[src/rtl/rect_plotter_if.sv]
// rect_plotter_if
//  Bundles the plot-request and pixel-stream signals exchanged between the
//  game FSM (master) and rect_plotter (slave).
//  Request side (master -> slave): start, mode, x0, y0, w, h, colour_in
//  Pixel side   (slave -> master): x, y, colour, plot, busy, done
//  The pixel side feeds vga_adapter directly (x, y, colour, plot).
interface rect_plotter_if #(
  parameter int X_W      = 8,
  parameter int Y_W      = 7,
  parameter int COLOUR_W = 3
);

  logic                start;
  logic [1:0]          mode;
  logic [X_W-1:0]      x0;
  logic [Y_W-1:0]      y0;
  logic [X_W-1:0]      w;
  logic [Y_W-1:0]      h;
  logic [COLOUR_W-1:0] colour_in;

  logic [X_W-1:0]      x;
  logic [Y_W-1:0]      y;
  logic [COLOUR_W-1:0] colour;
  logic                plot;
  logic                busy;
  logic                done;

  modport master (
    output start, mode, x0, y0, w, h, colour_in,
    input  x, y, colour, plot, busy, done
  );

  modport slave (
    input  start, mode, x0, y0, w, h, colour_in,
    output x, y, colour, plot, busy, done
  );

endinterface

[src/rtl/rect_plotter.sv]
// rect_plotter
//  Pixel-stream generator for the vga_adapter plot interface. Each accepted
//  start request draws a filled rectangle, a 1-pixel outline, or clears the
//  whole screen, emitting one pixel per clock.
//  Ports:
//    clock   system clock
//    resetn  asynchronous active-low reset
//    bus     rect_plotter_if.slave: request inputs (start, mode, x0, y0, w,
//            h, colour_in) and registered pixel outputs (x, y, colour, plot,
//            busy, done)
//  Mode: 00 fill, 01 outline, 10 clear screen, 11 fill.
module rect_plotter #(
  parameter int SCREEN_W = 160,
  parameter int SCREEN_H = 120,
  parameter int X_W      = 8,
  parameter int Y_W      = 7,
  parameter int MAX_W    = 16,
  parameter int MAX_H    = 16,
  parameter int COLOUR_W = 3
) (
  input logic           clock,
  input logic           resetn,
  rect_plotter_if.slave bus
);

  typedef enum logic [1:0] {
    IDLE,
    DRAW,
    DONE
  } state_t;

  localparam logic [1:0]     MODE_OUTLINE = 2'b01;
  localparam logic [1:0]     MODE_CLEAR   = 2'b10;
  localparam logic [X_W-1:0] ONE_X        = X_W'(1);
  localparam logic [Y_W-1:0] ONE_Y        = Y_W'(1);
  localparam logic [X_W-1:0] MAX_W_X      = X_W'(MAX_W);
  localparam logic [Y_W-1:0] MAX_H_Y      = Y_W'(MAX_H);
  localparam logic [X_W-1:0] SCREEN_W_X   = X_W'(SCREEN_W);
  localparam logic [Y_W-1:0] SCREEN_H_Y   = Y_W'(SCREEN_H);
  // Clip limits are one bit wider so that an overflowing x0+dx / y0+dy
  // compares as off-screen instead of wrapping back onto the screen.
  localparam logic [X_W:0]   LIMIT_X      = (X_W+1)'(SCREEN_W);
  localparam logic [Y_W:0]   LIMIT_Y      = (Y_W+1)'(SCREEN_H);

  state_t              state_q;
  logic                outline_q;
  logic [X_W-1:0]      x0_q, w_q, dx_q;
  logic [Y_W-1:0]      y0_q, h_q, dy_q;
  logic [X_W-1:0]      x_q;
  logic [Y_W-1:0]      y_q;
  logic [COLOUR_W-1:0] colour_q;
  logic                plot_q, busy_q, done_q;

  logic                outline_d;
  logic [X_W-1:0]      x0_d, w_d, dx_d;
  logic [Y_W-1:0]      y0_d, h_d, dy_d;
  logic [X_W:0]        sumX_d;
  logic [Y_W:0]        sumY_d;
  logic                border_d, plot_d;
  logic                lastPix;

  // Geometry of the pixel to be presented next. In IDLE this is pixel (0,0)
  // of the incoming request (with clear forcing the full-screen rectangle);
  // in DRAW it is the successor of the current pixel in dx-fastest order.
  always_comb begin
    outline_d = outline_q;
    x0_d      = x0_q;
    y0_d      = y0_q;
    w_d       = w_q;
    h_d       = h_q;
    dx_d      = dx_q;
    dy_d      = dy_q;
    if (state_q == IDLE) begin
      outline_d = (bus.mode == MODE_OUTLINE);
      dx_d      = '0;
      dy_d      = '0;
      if (bus.mode == MODE_CLEAR) begin
        x0_d = '0;
        y0_d = '0;
        w_d  = SCREEN_W_X;
        h_d  = SCREEN_H_Y;
      end else begin
        x0_d = bus.x0;
        y0_d = bus.y0;
        w_d  = (bus.w > MAX_W_X) ? MAX_W_X : bus.w;
        h_d  = (bus.h > MAX_H_Y) ? MAX_H_Y : bus.h;
      end
    end else if (dx_q == w_q - ONE_X) begin
      dx_d = '0;
      dy_d = dy_q + ONE_Y;
    end else begin
      dx_d = dx_q + ONE_X;
    end
    sumX_d   = {1'b0, x0_d} + {1'b0, dx_d};
    sumY_d   = {1'b0, y0_d} + {1'b0, dy_d};
    border_d = (dx_d == '0) || (dx_d == w_d - ONE_X) ||
               (dy_d == '0) || (dy_d == h_d - ONE_Y);
    plot_d   = (sumX_d < LIMIT_X) && (sumY_d < LIMIT_Y) &&
               (!outline_d || border_d);
  end

  assign lastPix = (dx_q == w_q - ONE_X) && (dy_q == h_q - ONE_Y);

  // Control FSM with registered pixel outputs. Clipped and interior pixels
  // still consume their cycle so the busy length is always w*h.
  always_ff @(posedge clock or negedge resetn) begin
    if (!resetn) begin
      state_q   <= IDLE;
      outline_q <= 1'b0;
      x0_q      <= '0;
      y0_q      <= '0;
      w_q       <= '0;
      h_q       <= '0;
      dx_q      <= '0;
      dy_q      <= '0;
      x_q       <= '0;
      y_q       <= '0;
      colour_q  <= '0;
      plot_q    <= 1'b0;
      busy_q    <= 1'b0;
      done_q    <= 1'b0;
    end else begin
      case (state_q)
        IDLE: begin
          if (bus.start) begin
            outline_q <= outline_d;
            x0_q      <= x0_d;
            y0_q      <= y0_d;
            w_q       <= w_d;
            h_q       <= h_d;
            colour_q  <= bus.colour_in;
            if (w_d == '0 || h_d == '0) begin
              state_q <= DONE;
              done_q  <= 1'b1;
            end else begin
              state_q <= DRAW;
              busy_q  <= 1'b1;
              dx_q    <= dx_d;
              dy_q    <= dy_d;
              x_q     <= sumX_d[X_W-1:0];
              y_q     <= sumY_d[Y_W-1:0];
              plot_q  <= plot_d;
            end
          end
        end
        DRAW: begin
          if (lastPix) begin
            state_q <= DONE;
            busy_q  <= 1'b0;
            plot_q  <= 1'b0;
            done_q  <= 1'b1;
          end else begin
            dx_q   <= dx_d;
            dy_q   <= dy_d;
            x_q    <= sumX_d[X_W-1:0];
            y_q    <= sumY_d[Y_W-1:0];
            plot_q <= plot_d;
          end
        end
        DONE: begin
          done_q  <= 1'b0;
          state_q <= IDLE;
        end
        default: begin
          state_q <= IDLE;
        end
      endcase
    end
  end

  assign bus.x      = x_q;
  assign bus.y      = y_q;
  assign bus.colour = colour_q;
  assign bus.plot   = plot_q;
  assign bus.busy   = busy_q;
  assign bus.done   = done_q;

endmodule

[src/flat_wrapper.sv]
// flat-port wrapper written by rule: the top's interface ports become plain ports
module rect_plotter_flat 
#(
  parameter int SCREEN_W = 160,
  parameter int SCREEN_H = 120,
  parameter int X_W      = 8,
  parameter int Y_W      = 7,
  parameter int MAX_W    = 16,
  parameter int MAX_H    = 16,
  parameter int COLOUR_W = 3
)
  (clock, resetn, bus_start, bus_mode, bus_x0, bus_y0, bus_w, bus_h, bus_colour_in, bus_x, bus_y, bus_colour, bus_plot, bus_busy, bus_done);
  rect_plotter_if #(.X_W(X_W), .Y_W(Y_W), .COLOUR_W(COLOUR_W)) bus_i ();
  input logic clock;
  input logic resetn;
  input wire logic [$bits(bus_i.start)-1:0] bus_start;
  input wire logic [$bits(bus_i.mode)-1:0] bus_mode;
  input wire logic [$bits(bus_i.x0)-1:0] bus_x0;
  input wire logic [$bits(bus_i.y0)-1:0] bus_y0;
  input wire logic [$bits(bus_i.w)-1:0] bus_w;
  input wire logic [$bits(bus_i.h)-1:0] bus_h;
  input wire logic [$bits(bus_i.colour_in)-1:0] bus_colour_in;
  output wire logic [$bits(bus_i.x)-1:0] bus_x;
  output wire logic [$bits(bus_i.y)-1:0] bus_y;
  output wire logic [$bits(bus_i.colour)-1:0] bus_colour;
  output wire logic [$bits(bus_i.plot)-1:0] bus_plot;
  output wire logic [$bits(bus_i.busy)-1:0] bus_busy;
  output wire logic [$bits(bus_i.done)-1:0] bus_done;
  assign bus_i.start = bus_start;
  assign bus_i.mode = bus_mode;
  assign bus_i.x0 = bus_x0;
  assign bus_i.y0 = bus_y0;
  assign bus_i.w = bus_w;
  assign bus_i.h = bus_h;
  assign bus_i.colour_in = bus_colour_in;
  assign bus_x = bus_i.x;
  assign bus_y = bus_i.y;
  assign bus_colour = bus_i.colour;
  assign bus_plot = bus_i.plot;
  assign bus_busy = bus_i.busy;
  assign bus_done = bus_i.done;
  rect_plotter #(.SCREEN_W(SCREEN_W), .SCREEN_H(SCREEN_H), .X_W(X_W), .Y_W(Y_W), .MAX_W(MAX_W), .MAX_H(MAX_H), .COLOUR_W(COLOUR_W)) u_core (.clock(clock), .resetn(resetn), .bus(bus_i));
endmodule
[config.mk]
export PLATFORM = sky130hd
export DESIGN_NAME = rect_plotter_flat
export DESIGN_NICKNAME = d
export VERILOG_FILES = /design/src/rtl/rect_plotter_if.sv /design/src/rtl/rect_plotter.sv /design/src/flat_wrapper.sv
export SDC_FILE = /design/constraint.sdc
export NUM_CORES = 1
export LEC_CHECK = 0
export ABC_AREA = 1
export CAP_MARGIN = 30
export CORE_MARGIN = 3
export CORE_UTILIZATION = 50
export CTS_BUF_LIST = sky130_fd_sc_hd__clkbuf_16
export CTS_CLUSTER_DIAMETER = 120
export CTS_CLUSTER_SIZE = 8
export DETAILED_ROUTE_END_ITERATION = 16
export GPL_TIMING_DRIVEN = 0
export PLACE_DENSITY_LB_ADDON = 0.12
export RECOVER_POWER = 50
export SETUP_SLACK_MARGIN = 0.2
export SYNTH_ARGS = -nofsm -noshare
export SYNTH_HDL_FRONTEND = slang
export SYNTH_SLANG_ARGS = --single-unit
[constraint.sdc]
create_clock -name clock -period 5.1 [get_ports clock]
set_input_delay 0.765 -clock clock [delete_from_list [all_inputs] [get_ports clock]]
set_output_delay 0.765 -clock clock [all_outputs]
set_load 0.03 [all_outputs]
==> results.cfg <==
[status]
status = finished, final reports clean

[grt]
grt.total_usage_pct = 26.7
overflow = 0
grt_pass1_wl_um = 26300
grt_antenna_before_repair = 0
grt_pass1_vias = 5352
grt_max_degree = 70

[critical_path]
slowest_stage = dfrtp_1
cp.arrival_ns = 3.85
cp_data_required_time_ns = 5.32
crit_top_cell = nand2_1
cp-end-kind = flip-flop
critPathMaxFanout = 6
cp_slowest_stage_delay_ns = 0.44
setup.worst_path.start_class = flip-flop
crit_type = reg -> reg

[routing]
avgRoutedWirePerCell_um = 15.7
antenna_left = 0
routed-via-count = 5458
routed.top_layer = met4
totalWireLength_um = 15900
wl_met2_um = 7290
first_iter_violations = 435
dr_wl_met3_um = 1030
via_per_inst = 5.37
wl_met1_um = 7300
drc = 0
firstDrtPassIters = 5

[timing]
maxSlewViolCount = 0
setup_tns_ns = 0
finalSetupViolations = 0
worstMarginPinSlew_ns = 0.921
rsz0062_at_grt = no
setup_slack_ns = 1.47
final.min_clock_period_ns = 3.63
fin_crit_sh_pct = 71.1
clock.fmax_ghz = 0.276
slew_headroom_pct = 38.6
finalHoldViolCount = 0
fin_worst_skew_ns = 0.00578

[floorplanning]
pin_count = 59
coreArea_um2 = 10500
die_x_um = 110
dieArea_um2 = 12200
start_util_pct = 52.2
die_height_um = 110
rows = 37

[layout]
final_cell_mix = 256 x nand2_1, 106 x inv_1, 69 x dfrtp_1
finalNetCount = 934
syn_to_final_growth_pct = 18.8
layout.cells.non_filler = 1016
drive_gt1_share_pct = 8.19
mostFrequentLayoutCell = nand2_1

[placed_design]
dpl.hpwl_um = 12200
dp.cells = 999
pre_cts_slack_ns = 1.26
io_buffers = 58
gp_congestion = 0.932

[synth]
synth_seq_area_share_pct = 31.6
postSynthAreaPerCell_um2 = 6.78
synth_cell_types = 44
ys.flop_type = dfrtp_1
ys_top_cells_by_area = dfrtp_1 32%, nand2_1 18%, inv_1 7.2%
synth_async_sr_flop_share_pct = 100
ys_ff_latch = 69
yosys.area.top_type = dfrtp_1
yosys_warnings = 0
synth-edff-count = 0
netlist_area_um2 = 5460
synthDominantCellAreaShare_pct = 31.6
postSynthNetCount = 865
syn_inst = 805

[clocking]
clkTransAtPathRegs_ns = 0.06
cts.path.max_buffers = 2
root_buffer = clkbuf_16
cts_resized = 0
clk-insertion-delay-late_ns = 0.34
cts_tree = yes
h-tree-depth = 3
post_cts_buffers = 0
numCtsBuffers = 9
clock-sinks = 69
hold_buffers = 0

[pwr]
leakagePower_nw = 3.30
irDropWorstVdd_mv = 0.279
p_total_mw = 3.63
p_per_area_nw_per_um2 = 560

[flow_run]
maxCapViolations = 0

[worst_hold_path]
hp-class = reg -> reg
## layer usage
layer / track usage [%] / vias up
li1: - / 2709
met1: 36.0 / 2520
met2: 42.4 / 206
met3: 4.77 / 23
met4: 11.0 / 0
met5: 0 / -
## final cells by class
class / instances / area (um2)
inverter: 113 / 425
multi-input combinational: 604 / 3170
antenna: 1 / 2.50
fill: 1010 / 3980
buffer: 19 / 119
clock inverter: 7 / 58.8
tap: 136 / 170
clock buffer: 9 / 225
sequential: 69 / 1730
timing repair buffer: 58 / 578
## cells in the mapped netlist, drive strengths merged (3+ instances only)
cell	number
nand4	18
nand3	69
xnor2	11
a21oi	8
nand2	268
nor2	79
a21o	3
inv	111
buf	10
o21bai	4
o22ai	13
clkbuf	9
a211oi	3
nor3	4
o21ai	67
xor2	26
dfrtp	69
ha	20
## report_power, final
group	total [mW]	leakage [nW]	switching (mW)	internal (mW)
Combinational	2.11	2.25	1.34	0.773
Sequential	0.901	0.902	0.164	0.737
Clock	0.614	0.145	0.243	0.371
Total	3.63	3.30	1.75	1.88
## worst max-delay path, delay by kind of cell (launching register included)
family	cells	cell delay [ns]
and+or+nand+nor	17	1.59
DFF	1	0.44
adders and majority gates	3	0.85
AOI/OAI and AO/OA	2	0.18
buffers and inverters	4	0.44
## sequential cells by signal, indices dropped and copies added (netlist names)
signal and cells:
u_core.bus.done 1, u_core.w_q 8, u_core.dx_q 8, u_core.bus.colour 3
u_core.dy_q 7, u_core.state_q 2, u_core.outline_q 1, u_core.bus.busy 1
u_core.bus.plot 1, u_core.bus.x 8, u_core.bus.y 7, u_core.y0_q 7
u_core.x0_q 8, u_core.h_q 7
## final timing paths
| path | start | end | slack (ns) | depth (start not counted) |
|---|---|---|---|---|
| worst max-delay path | u_core.w_q[0]$_DFFE_PN0P_ | u_core.bus.plot$_DFFE_PN0P_ | 1.47 | 26 |
| worst min-delay path | u_core.bus.colour[2]$_DFFE_PN0P_ | u_core.bus.colour[2]$_DFFE_PN0P_ | 0.47 | 2 |
| worst max register to register | u_core.w_q[0]$_DFFE_PN0P_ | u_core.bus.plot$_DFFE_PN0P_ | 1.47 | 26 |
| worst min register to register | u_core.bus.colour[2]$_DFFE_PN0P_ | u_core.bus.colour[2]$_DFFE_PN0P_ | 0.47 | 2 |
| max in group asynchronous | resetn | u_core.bus.plot$_DFFE_PN0P_ | 3.94 | 1 |
| min in group asynchronous | resetn | u_core.w_q[6]$_DFFE_PN0P_ | 0.56 | 1 |
## logic make-up (layout without fill, tap and decap cells)
family | count (synthesis) | count (layout) | share of synthesized area, %
xor gates and xnor gates | 37 | 37 | 5.94
AOI/OAI and AO/OA | 102 | 102 | 10.8
adders and majority gates | 22 | 22 | 5.32
and+or+nand+nor | 443 | 443 | 36.2
DFF | 69 | 69 | 31.6
buffers and inverters | 132 | 206 | 10.1
other | 0 | 1 | 0
## stage by stage
stage               hold slack (ns)  instance area (um2)  util [%]
CTS                           0.473                 6490      62.0
floorplan                     0.448                 5460         -
detailed placement            0.459                 6200      59.3
finish                        0.470                 6480      61.9
global placement              0.452                 6210      59.3
global route                  0.511                 6480      61.9
Note: power is estimated with default switching activity, not from simulation.
